### src/rtl/alu_pkg.sv
// Shared definitions for the streaming ALU: mode encodings, rounding constant
// and the accumulator-to-word narrowing helper.
package alu_pkg;

  typedef enum logic [2:0] {
    ALU_NOP = 3'd0,
    ALU_MAC = 3'd1,
    ALU_ADD = 3'd2,
    ALU_MAX = 3'd3,
    ALU_AVG = 3'd4
  } alu_mode_e;

  // Narrowing works on a 64-bit container so one function serves any word width.
  localparam int unsigned NarrowBits = 64;

  typedef struct packed {
    logic [NarrowBits-1:0] value;
    logic                  ovf;
  } narrow_t;

  // Unassigned codes fall back to NOP.
  function automatic alu_mode_e decode_mode(input logic [2:0] cfg);
    if (cfg > 3'd4) return ALU_NOP;
    return alu_mode_e'(cfg);
  endfunction

  // Half-LSB constant added before a right shift by frac bits (round-half-up).
  function automatic logic signed [63:0] round_shift(input int unsigned frac);
    if (frac == 0) return 64'sd0;
    return 64'sd1 <<< (frac - 1);
  endfunction

  function automatic narrow_t sat_narrow(input logic signed [63:0] v,
                                         input int unsigned        word_bits,
                                         input logic               sat);
    logic signed [63:0] hi;
    logic signed [63:0] lo;
    logic signed [63:0] trunc;
    narrow_t            r;
    hi    = (64'sd1 <<< (word_bits - 1)) - 64'sd1;
    lo    = -(64'sd1 <<< (word_bits - 1));
    trunc = (v <<< (64 - word_bits)) >>> (64 - word_bits);
    r.ovf = (trunc != v);
    if (sat && (v > hi)) begin
      r.value = hi;
    end else if (sat && (v < lo)) begin
      r.value = lo;
    end else begin
      r.value = trunc;
    end
    return r;
  endfunction

endpackage

### src/rtl/alu_stream_if.sv
// Operand/result bundle between PE operand routing, the streaming ALU and the
// PE output register.
interface alu_stream_if #(
  parameter int unsigned WORD_BITS = 16,
  parameter int unsigned MAX_WIN   = 16
);
  localparam int unsigned WinBits = $clog2(MAX_WIN) + 1;

  logic                 En_in;
  logic [2:0]           CFG_in;
  logic                 ReLU_en_in;
  logic                 Sat_en_in;
  logic [WinBits-1:0]   Win_log2_in;
  logic                 S0_valid_in;
  logic [WORD_BITS-1:0] S0_in;
  logic                 S1_valid_in;
  logic [WORD_BITS-1:0] S1_in;
  logic                 Last_in;
  logic [WORD_BITS-1:0] Bias_in;
  logic [WORD_BITS-1:0] D0_out;
  logic                 Valid_out;
  logic                 Ovf_out;

  modport master (
    output En_in, CFG_in, ReLU_en_in, Sat_en_in, Win_log2_in, S0_valid_in, S0_in,
           S1_valid_in, S1_in, Last_in, Bias_in,
    input  D0_out, Valid_out, Ovf_out
  );

  modport slave (
    input  En_in, CFG_in, ReLU_en_in, Sat_en_in, Win_log2_in, S0_valid_in, S0_in,
           S1_valid_in, S1_in, Last_in, Bias_in,
    output D0_out, Valid_out, Ovf_out
  );

endinterface

### src/rtl/fx_mul_round.sv
// Registered signed multiplier; the registered full-width product is rounded
// half-up and shifted down by FRAC_BITS on the way out.
module fx_mul_round
  import alu_pkg::*;
#(
  parameter int unsigned WORD_BITS = 16,
  parameter int unsigned FRAC_BITS = 6
) (
  input  logic                          CLK,
  input  logic                          RST,
  input  logic                          en_i,
  input  logic signed [WORD_BITS-1:0]   a_i,
  input  logic signed [WORD_BITS-1:0]   b_i,
  output logic signed [2*WORD_BITS-1:0] y_o
);
  localparam int unsigned ProdBits = 2 * WORD_BITS;
  localparam logic signed [ProdBits-1:0] Rnd = ProdBits'(round_shift(FRAC_BITS));

  logic signed [ProdBits-1:0] prod_q;

  always_ff @(posedge CLK or negedge RST) begin
    if (!RST) begin
      prod_q <= '0;
    end else if (en_i) begin
      prod_q <= a_i * b_i;
    end
  end

  assign y_o = (prod_q + Rnd) >>> FRAC_BITS;

endmodule

### src/rtl/alu_stream.sv
// Streaming ALU: window FSM and config capture (S1), accumulate (S2), close
// arithmetic into the output register (S3).
module alu_stream
  import alu_pkg::*;
#(
  parameter int unsigned WORD_BITS = 16,
  parameter int unsigned FRAC_BITS = 6,
  parameter int unsigned MAX_WIN   = 16,
  parameter int unsigned ACC_BITS  = 2 * WORD_BITS + $clog2(MAX_WIN)
) (
  input logic         CLK,
  input logic         RST,
  alu_stream_if.slave bus
);
  localparam int unsigned WinBits = $clog2(MAX_WIN) + 1;
  localparam int unsigned CntBits = $clog2(MAX_WIN) + 2;

  typedef enum logic [0:0] {StIdle, StAccum} state_e;

  state_e state_q, state_d;

  alu_mode_e          mode_q, cur_mode;
  logic               relu_q, sat_q, cur_relu, cur_sat;
  logic [WinBits-1:0] wlog2_q, cur_wlog2;
  logic [CntBits-1:0] cnt_q, cnt_d;
  logic               first, beat;

  // Window config comes from the inputs on the opening beat, from the latches after.
  always_comb begin
    first     = (state_q == StIdle);
    cur_mode  = first ? decode_mode(bus.CFG_in) : mode_q;
    cur_relu  = first ? bus.ReLU_en_in : relu_q;
    cur_sat   = first ? bus.Sat_en_in : sat_q;
    cur_wlog2 = first ? bus.Win_log2_in : wlog2_q;
    beat      = bus.En_in & bus.S0_valid_in & ((cur_mode != ALU_MAC) | bus.S1_valid_in);
    state_d   = state_q;
    cnt_d     = cnt_q;
    if (beat) begin
      state_d = bus.Last_in ? StIdle : StAccum;
      if (first) begin
        cnt_d = CntBits'(1);
      end else if (cnt_q <= CntBits'(MAX_WIN)) begin
        cnt_d = cnt_q + CntBits'(1);
      end
    end
  end

  always_ff @(posedge CLK or negedge RST) begin
    if (!RST) begin
      state_q <= StIdle;
      cnt_q   <= '0;
      mode_q  <= ALU_NOP;
      relu_q  <= 1'b0;
      sat_q   <= 1'b0;
      wlog2_q <= '0;
    end else begin
      state_q <= state_d;
      cnt_q   <= cnt_d;
      if (beat && first) begin
        mode_q  <= cur_mode;
        relu_q  <= cur_relu;
        sat_q   <= cur_sat;
        wlog2_q <= cur_wlog2;
      end
    end
  end

  // ---------------- S1: operand register and multiply ----------------
  logic                          p1_valid, p1_first, p1_last, p1_relu, p1_sat, p1_over;
  alu_mode_e                     p1_mode;
  logic [WinBits-1:0]            p1_wlog2;
  logic signed [WORD_BITS-1:0]   p1_bias, p1_s0;
  logic signed [2*WORD_BITS-1:0] mul_y;

  fx_mul_round #(
    .WORD_BITS(WORD_BITS),
    .FRAC_BITS(FRAC_BITS)
  ) u_mul (
    .CLK (CLK),
    .RST (RST),
    .en_i(beat),
    .a_i ($signed(bus.S0_in)),
    .b_i ($signed(bus.S1_in)),
    .y_o (mul_y)
  );

  always_ff @(posedge CLK or negedge RST) begin
    if (!RST) begin
      p1_valid <= 1'b0;
      p1_first <= 1'b0;
      p1_last  <= 1'b0;
      p1_mode  <= ALU_NOP;
      p1_relu  <= 1'b0;
      p1_sat   <= 1'b0;
      p1_wlog2 <= '0;
      p1_bias  <= '0;
      p1_over  <= 1'b0;
      p1_s0    <= '0;
    end else begin
      p1_valid <= beat;
      if (beat) begin
        p1_first <= first;
        p1_last  <= bus.Last_in;
        p1_mode  <= cur_mode;
        p1_relu  <= cur_relu;
        p1_sat   <= cur_sat;
        p1_wlog2 <= cur_wlog2;
        p1_bias  <= $signed(bus.Bias_in);
        p1_over  <= (cnt_d > CntBits'(MAX_WIN));
        p1_s0    <= $signed(bus.S0_in);
      end
    end
  end

  // ---------------- S2: round and accumulate ----------------
  logic signed [ACC_BITS-1:0]  term, acc_d, acc_q;
  logic                        p2_valid, p2_relu, p2_sat, p2_over;
  alu_mode_e                   p2_mode;
  logic [WinBits-1:0]          p2_wlog2;
  logic signed [WORD_BITS-1:0] p2_bias;

  // The first beat of a window loads; MAX's most-negative seed is implied by that.
  always_comb begin
    term  = (p1_mode == ALU_MAC) ? ACC_BITS'(mul_y) : ACC_BITS'(p1_s0);
    acc_d = acc_q;
    if (p1_valid) begin
      if (p1_first) begin
        acc_d = term;
      end else if (p1_mode == ALU_MAX) begin
        acc_d = (term > acc_q) ? term : acc_q;
      end else begin
        acc_d = acc_q + term;
      end
    end
  end

  always_ff @(posedge CLK or negedge RST) begin
    if (!RST) begin
      acc_q    <= '0;
      p2_valid <= 1'b0;
      p2_mode  <= ALU_NOP;
      p2_relu  <= 1'b0;
      p2_sat   <= 1'b0;
      p2_wlog2 <= '0;
      p2_bias  <= '0;
      p2_over  <= 1'b0;
    end else begin
      acc_q    <= acc_d;
      p2_valid <= p1_valid & p1_last & (p1_mode != ALU_NOP);
      if (p1_valid && p1_last) begin
        p2_mode  <= p1_mode;
        p2_relu  <= p1_relu;
        p2_sat   <= p1_sat;
        p2_wlog2 <= p1_wlog2;
        p2_bias  <= p1_bias;
        p2_over  <= p1_over;
      end
    end
  end

  // ---------------- S3: close arithmetic ----------------
  logic signed [ACC_BITS-1:0] close_v;
  narrow_t                    nar;
  logic [WORD_BITS-1:0]       d0_q;
  logic                       valid_q, ovf_q;

  always_comb begin
    close_v = acc_q;
    if (p2_mode inside {ALU_MAC, ALU_ADD}) begin
      close_v = acc_q + ACC_BITS'(p2_bias);
    end else if (p2_mode == ALU_AVG) begin
      close_v = acc_q >>> p2_wlog2;
    end
    if (p2_relu && close_v[ACC_BITS-1]) begin
      close_v = '0;
    end
    nar = sat_narrow(64'(close_v), WORD_BITS, p2_sat);
  end

  always_ff @(posedge CLK or negedge RST) begin
    if (!RST) begin
      d0_q    <= '0;
      valid_q <= 1'b0;
      ovf_q   <= 1'b0;
    end else begin
      valid_q <= p2_valid;
      if (p2_valid) begin
        d0_q  <= nar.value[WORD_BITS-1:0];
        ovf_q <= nar.ovf | p2_over;
      end else begin
        ovf_q <= 1'b0;
      end
    end
  end

  logic unused_nar;
  assign unused_nar = ^nar.value[NarrowBits-1:WORD_BITS];

  assign bus.D0_out    = d0_q;
  assign bus.Valid_out = valid_q;
  assign bus.Ovf_out   = ovf_q;

endmodule

### src/flat_wrapper.sv
// flat-port wrapper written by rule: the top's interface ports become plain ports
module alu_stream_flat import alu_pkg::*;
#(
  parameter int unsigned WORD_BITS = 16,
  parameter int unsigned FRAC_BITS = 6,
  parameter int unsigned MAX_WIN   = 16,
  parameter int unsigned ACC_BITS  = 2 * WORD_BITS + $clog2(MAX_WIN)
)
  (CLK, RST, bus_En_in, bus_CFG_in, bus_ReLU_en_in, bus_Sat_en_in, bus_Win_log2_in, bus_S0_valid_in, bus_S0_in, bus_S1_valid_in, bus_S1_in, bus_Last_in, bus_Bias_in, bus_D0_out, bus_Valid_out, bus_Ovf_out);
  alu_stream_if #(.WORD_BITS(WORD_BITS), .MAX_WIN(MAX_WIN)) bus_i ();
  input logic CLK;
  input logic RST;
  input wire logic [$bits(bus_i.En_in)-1:0] bus_En_in;
  input wire logic [$bits(bus_i.CFG_in)-1:0] bus_CFG_in;
  input wire logic [$bits(bus_i.ReLU_en_in)-1:0] bus_ReLU_en_in;
  input wire logic [$bits(bus_i.Sat_en_in)-1:0] bus_Sat_en_in;
  input wire logic [$bits(bus_i.Win_log2_in)-1:0] bus_Win_log2_in;
  input wire logic [$bits(bus_i.S0_valid_in)-1:0] bus_S0_valid_in;
  input wire logic [$bits(bus_i.S0_in)-1:0] bus_S0_in;
  input wire logic [$bits(bus_i.S1_valid_in)-1:0] bus_S1_valid_in;
  input wire logic [$bits(bus_i.S1_in)-1:0] bus_S1_in;
  input wire logic [$bits(bus_i.Last_in)-1:0] bus_Last_in;
  input wire logic [$bits(bus_i.Bias_in)-1:0] bus_Bias_in;
  output wire logic [$bits(bus_i.D0_out)-1:0] bus_D0_out;
  output wire logic [$bits(bus_i.Valid_out)-1:0] bus_Valid_out;
  output wire logic [$bits(bus_i.Ovf_out)-1:0] bus_Ovf_out;
  assign bus_i.En_in = bus_En_in;
  assign bus_i.CFG_in = bus_CFG_in;
  assign bus_i.ReLU_en_in = bus_ReLU_en_in;
  assign bus_i.Sat_en_in = bus_Sat_en_in;
  assign bus_i.Win_log2_in = bus_Win_log2_in;
  assign bus_i.S0_valid_in = bus_S0_valid_in;
  assign bus_i.S0_in = bus_S0_in;
  assign bus_i.S1_valid_in = bus_S1_valid_in;
  assign bus_i.S1_in = bus_S1_in;
  assign bus_i.Last_in = bus_Last_in;
  assign bus_i.Bias_in = bus_Bias_in;
  assign bus_D0_out = bus_i.D0_out;
  assign bus_Valid_out = bus_i.Valid_out;
  assign bus_Ovf_out = bus_i.Ovf_out;
  alu_stream #(.WORD_BITS(WORD_BITS), .FRAC_BITS(FRAC_BITS), .MAX_WIN(MAX_WIN), .ACC_BITS(ACC_BITS)) u_core (.CLK(CLK), .RST(RST), .bus(bus_i));
endmodule
### config.mk
export PLATFORM = sky130hd
export DESIGN_NAME = alu_stream_flat
export DESIGN_NICKNAME = d
export VERILOG_FILES = /design/src/rtl/alu_pkg.sv /design/src/rtl/alu_stream_if.sv /design/src/rtl/fx_mul_round.sv /design/src/rtl/alu_stream.sv /design/src/flat_wrapper.sv
export SDC_FILE = /design/constraint.sdc
export NUM_CORES = 1
export LEC_CHECK = 0
export BUFFER_PORTS_ARGS = -buffer_cell sky130_fd_sc_hd__clkbuf_2
export CORE_ASPECT_RATIO = 1.1
export CORE_UTILIZATION = 40
export DETAILED_ROUTE_END_ITERATION = 6
export REMOVE_ABC_BUFFERS = 1
export SYNTH_ARGS = -nofsm -noshare
export SYNTH_HDL_FRONTEND = slang
export SYNTH_SLANG_ARGS = --single-unit
### constraint.sdc
create_clock -name CLK -period 6.2 [get_ports CLK]
set_input_delay 0.31 -clock CLK [delete_from_list [all_inputs] [get_ports CLK]]
set_output_delay 0.31 -clock CLK [all_outputs]
set_load 0.01 [all_outputs]
# Word-level counts from Yosys, hierarchy flattened
# Index checks and enable logic that the tools add are counted.
dict set report classes {
  n_addsub 4
  multipliers 1
  div 0
  order_cmp 6
  eq_ne 8
  n_shift 1
  n_mux 21
  bitwise_logic 7
  n_reduce_logical 8
}
# operator count
set op_table {}
lappend op_table {{$mux W36} 7}
lappend op_table {{$add A36 B16 Y36} 1}
lappend op_table {{$add A36 B36 Y36} 1}
lappend op_table {{$gt A36 B16 Y1 const B} 1}
lappend op_table {{$gt A36 B36 Y1} 1}
lappend op_table {{$lt A36 B16 Y1 const B} 1}
lappend op_table {{$sshr A36 B5 Y36} 1}
lappend op_table {{$add A32 B7 Y32 const B} 1}
lappend op_table {{$mul A16 B16 Y32} 1}
lappend op_table {{$mux W16} 2}
lappend op_table {{$ne A1 B20 Y1} 1}
lappend op_table {{$mux W6} 3}
lappend op_table {{$mux W3} 3}
lappend op_table {{$add A6 B1 Y6 const B} 1}
lappend op_table {{$eq A3 B1 Y1 const B} 2}
lappend op_table {{$eq A3 B2 Y1 const B} 2}
lappend op_table {{$gt A6 B5 Y1 const B} 1}
lappend op_table {{$le A6 B5 Y1 const B} 1}
lappend op_table {{$logic_and A1 B1 Y1} 5}
lappend op_table {{$mux W1} 5}
lappend op_table {{$mux W5} 1}
lappend op_table {{$and A1 B1 Y1} 4}
lappend op_table {{$eq A3 B3 Y1 const B} 1}
lappend op_table {{$gt A3 B3 Y1 const B} 1}
lappend op_table {{other kinds (7)} 8}
dict set report word_totals {
  register_bits 177
  latch_bits 0
  mem_bits_rw 0
  romBits 0
  inputBits 64
  out_inout_bits 18
  elab_cells 84
  n_memories 0
}

# Depth between registers and ports, before layout
dict set report depth {
  ltp_word 9
  depth_mapped 26
  mapped_depth_nobuf 25
}

# By module
# A second synthesis with hierarchy kept.
dict set report hier_totals {
  hier_cells 2937
  area_unflattened_um2 25652.1
}
# mod n_inst cells_each area_each_um2 seq_area_each_um2
set modules_own_cells {}
lappend modules_own_cells {alu_stream 1 1728 14483.9 3628.5}
lappend modules_own_cells {fx_mul_round 1 1209 11168.2 675.6}

# Worst setup path before layout
# No wires, ideal clock.
dict set report synth_timing {
  path_kind {input port to flip-flop}
  from {in bus_S0_in[7]}
  to {reg u_core.u_mul.prod_q[31]}
  setup_ns 0.134
  arrival_ns 6.431
  required_ns 6.066
  slack_ns -0.365
  path_stages 25
  path_buffers 1
  path_cell_list {clkbuf_1 > nand2_1 > fa_1 > inv_1 > fa_1 > inv_1 > fa_1 > inv_1 > fa_1 > fa_1 > inv_1 > fa_1 > inv_1 > ha_1 > and3_1 > a2111oi_0 > o31ai_1 > o31a_1 > a41o_1 > o41a_1 > a41o_1 > o41ai_2 > o21bai_1 > xnor2_1 > o21ai_0}
}
dict set report synth_via {
  elab_chain_len 1
}
# element line_no
set synth_rtl {}
lappend synth_rtl {{from (decl)} flat_wrapper.sv:19} ;# input wire logic [$bits(bus_i.S0_in)-1:0] bus_S0_in;
lappend synth_rtl {{$mul A16 B16 Y32} fx_mul_round.sv:25} ;# prod_q <= a_i * b_i;
lappend synth_rtl {{to (signal assigned)} fx_mul_round.sv:25}
lappend synth_rtl {{to (decl)} fx_mul_round.sv:19} ;# logic signed [ProdBits-1:0] prod_q;
# Every way passes these cells.
# A chain may end at the register's enable or synchronous reset.

# Worst setup path in the final report
dict set report layout_timing {
  from {in bus_S1_in[3]}
  to {reg u_core.u_mul.prod_q[30]}
}
dict set report layout_via {
  elab_chain_len 1
}
# element line_no
set layout_rtl {}
lappend layout_rtl {{from (decl)} flat_wrapper.sv:21} ;# input wire logic [$bits(bus_i.S1_in)-1:0] bus_S1_in;
lappend layout_rtl {{$mul A16 B16 Y32} fx_mul_round.sv:25}
# Every way passes these cells.

==> impl_metrics.yaml <==
run_status:
  status: "finished clean"
critical_path:
  cp-start-kind: "input pin"
  crit_type: "input pin to flop"
  arrival_ps: 6350
  reg2regPathDepth: 19
  worstReg2RegEnd: "u_core.acc_q[15]"
  crit_start: "bus_S1_in[3]"
  crit-reg2reg-launch: "u_core.u_mul.prod_q[5]"
  critPathCaptureType: "flop"
  worst-r2r-setup-slack_ps: 790
  endpoint: "u_core.u_mul.prod_q[30]"
  cp.required_ps: 6530
  cp_max_fo: 15
timing:
  period_minus_slack_ps: 6020
  hold_viol: 0
  setup_violations: 0
  worst_slew_pin_slew_ps: 1010
  layout_setup_ws_ps: 180
  slew-limit-headroom: 0.329
  setup_tns_ps: 0
  post-route-period-util: 0.971
  rsz0062_at_grt: "yes"
  slew_violations: 0
  max_freq_ghz: 0.166
  skew_ps: 12.0
run:
  cap_violations: 0
hold_path:
  holdPathStages: 3
  hold_path.class: "input pin to flop"
global_route:
  grt_max_degree: 76
  grt_pass1_vias: 21300
  grt_busiest_layer: "met2"
  grtUsageMet2: 0.391
  antenna_found_initial: 0
  grt_pass1_wl_mm: 112
  grt_overflow: 0
  gr-usage-met3: 0.0194
  use_met1: 0.276
  grt_use_total: 0.218
placement:
  gp_congestion: 0.962
  post-dp-hpwl_mm: 55.6
  port_buffers: 81
  dp_worst_setup_slack_ps: -649
floorplanning:
  io_pins: 82
  core_area_um2: 62300
  die_w_um: 242
  dieArea_um2: 64100
  fp.dieH_um: 265
  rows: 96
  start_util: 0.405
synthesis:
  syn_area_um2: 25200
  synth_cells: 3006
  ys_warn_count: 0
  synthFlopType: "dfrtp_1"
  synth_cell_type_count: 81
  ys_seq_area_frac: 0.171
  ys_ff_latch: 172
  synth_edf_count: 0
  ys_async_sr_fraction: 1.00
  postSynthAreaPerCell_um2: 8.40
cts:
  cts_buffers: 17
  cts.sinks: 172
  path_clk_slew_ps: 70
  cts_tree: "built"
  clock_latency_ps: 470
  cts-root-buf: "clkbuf_16"
  cts_buffer_depth: 2
  htreeDepth: 4
finish:
  final_common_cell: "nand2_1"
  layout-drive-gt1-share: 0.132
  final_cell_mix: "nand2_1, inv_1, fa_1"
  nNetsFinal: 3646
  areaGrowthSynthToFinish_pct: 12.7
  final_core_util: 0.456
  diodes: 0
route:
  vias: 21100
  detail-route-antenna-nets: 0
  avgViaCountPerCell: 5.31
  drcViolationCount: 0
  wire_per_inst_um: 17.4
  initialDrtViolationCount: 1097
  drt-pass1-iter-count: 5
  finalWirelength_mm: 69.1
cell type report:
| type | instances | area [µm²] |
|---|---|---|
| clock inverters | 14 | 174 |
| flip-flops and latches | 172 | 4310 |
| well taps | 833 | 1040 |
| inverters | 413 | 1550 |
| repair buffers | 258 | 1890 |
| clock buffers | 18 | 429 |
| multi-input cells | 2269 | 19000 |
| fillers | 6182 | 33900 |
per-stage QoR:
step,hold slack (ps),cells,area [µm²]
2_1_floorplan,14.4,2854,24600
3_3_place_gp,258,3928,27300
3_5_place_dp,253,3928,27300
4_1_cts,5.53,3968,28000
5_1_grt,18.4,3977,28400
6_report,35.4,3977,28400
how the worst min path moves through the flow:
stage | slack [ps] | from | end
after global routing | 20 | bus_Bias_in[2] | u_core.p1_bias[2]
after detailed placement | 250 | RST | u_core.p1_bias[9]
after global placement | 260 | RST | u_core.p1_bias[11]
after floorplan | 10 | RST | u_core.acc_q[0]
after CTS | 6 | bus_Bias_in[1] | u_core.p1_bias[1]
final | 40 | bus_Bias_in[1] | u_core.p1_bias[1]
critical path: stages:
cell,delay [ps]
buf_8,130
and2_4,140
fa_1,540
inv_2,40
fa_1,540
inv_2,40
fa_1,550
fa_1,450
fa_1,500
inv_1,50
fa_1,490
inv_2,50
ha_4,210
and3_4,160
buf_6,120
a21oi_4,120
nand3_1,80
o31a_1,330
a41o_1,260
o41a_1,400
a41o_1,230
o41ai_2,260
buf_4,170
xnor2_1,100
o21ai_1,70
cells in the mapped netlist, drive strengths merged, types with 12 or more instances:
library cell	n	area [µm²]
buf	24	149
xor2	40	350
nor4	14	87.6
mux2i	62	621
clkbuf	128	480
a31oi	15	93.8
nand4	31	194
nor3	41	205
fa	263	5270
nor2b	17	106
o31ai	21	158
nand3	40	200
nor2	175	657
and2	133	832
o21ai	128	641
xnor2	65	569
nand2	454	1700
and3	15	93.8
a21o	30	225
a311oi	14	123
a211oi	45	338
ha	188	2350
dfrtp	172	4300
inv	411	1540
o21bai	19	143
mux4	32	777
o211ai	39	298
mux2	34	383
or3	12	75.1
a21oi	172	868
o21a	12	90.1
nand2b	27	169
layer usage:
layer	vias up	wire length [µm]
met5	-	0
met1	10300	30500
met2	418	34700
met4	0	1790
met3	88	2020
li1	10300	-
registers in the layout, summed over array words and instances (netlist names), 3 cells and up:
| signal | cells |
|---|---|
| u_core.p2_bias | 16 |
| u_core.p1_mode | 3 |
| u_core.mode_q | 3 |
| u_core.u_mul.prod_q | 27 |
| u_core.p2_mode | 3 |
| u_core.p1_s0 | 16 |
| u_core.p1_wlog2 | 5 |
| u_core.wlog2_q | 5 |
| u_core.cnt_q | 6 |
| u_core.p2_wlog2 | 5 |
| u_core.bus.D0_out | 16 |
| u_core.acc_q | 36 |
| u_core.p1_bias | 16 |
kinds of logic (layout without fill, tap and decap cells):
group / Yosys count / after routing / synth area share
AOI/OAI and AO/OA: 591 / 591 / 0.152
xor gates and xnor gates: 105 / 105 / 0.0364
adders and majority gates: 451 / 451 / 0.302
buffers and inverters: 565 / 703 / 0.0864
DFF: 172 / 172 / 0.171
muxes: 128 / 128 / 0.0705
and+or+nand+nor: 994 / 994 / 0.182
what timing repair did:
action / 4_1_cts / 5_1_grt
hold buffers: 8 / 0
resized for setup: 5 / 124
setup buffers: 0 / 9
hold endpoints to repair: 46 / 0
cloned: 0 / 0
pin swaps: 4 / 42
setup endpoints to repair: 3 / 5
Power is not shown: default switching activity piles up to over one toggle a cycle in this logic, so the estimate is an artifact.
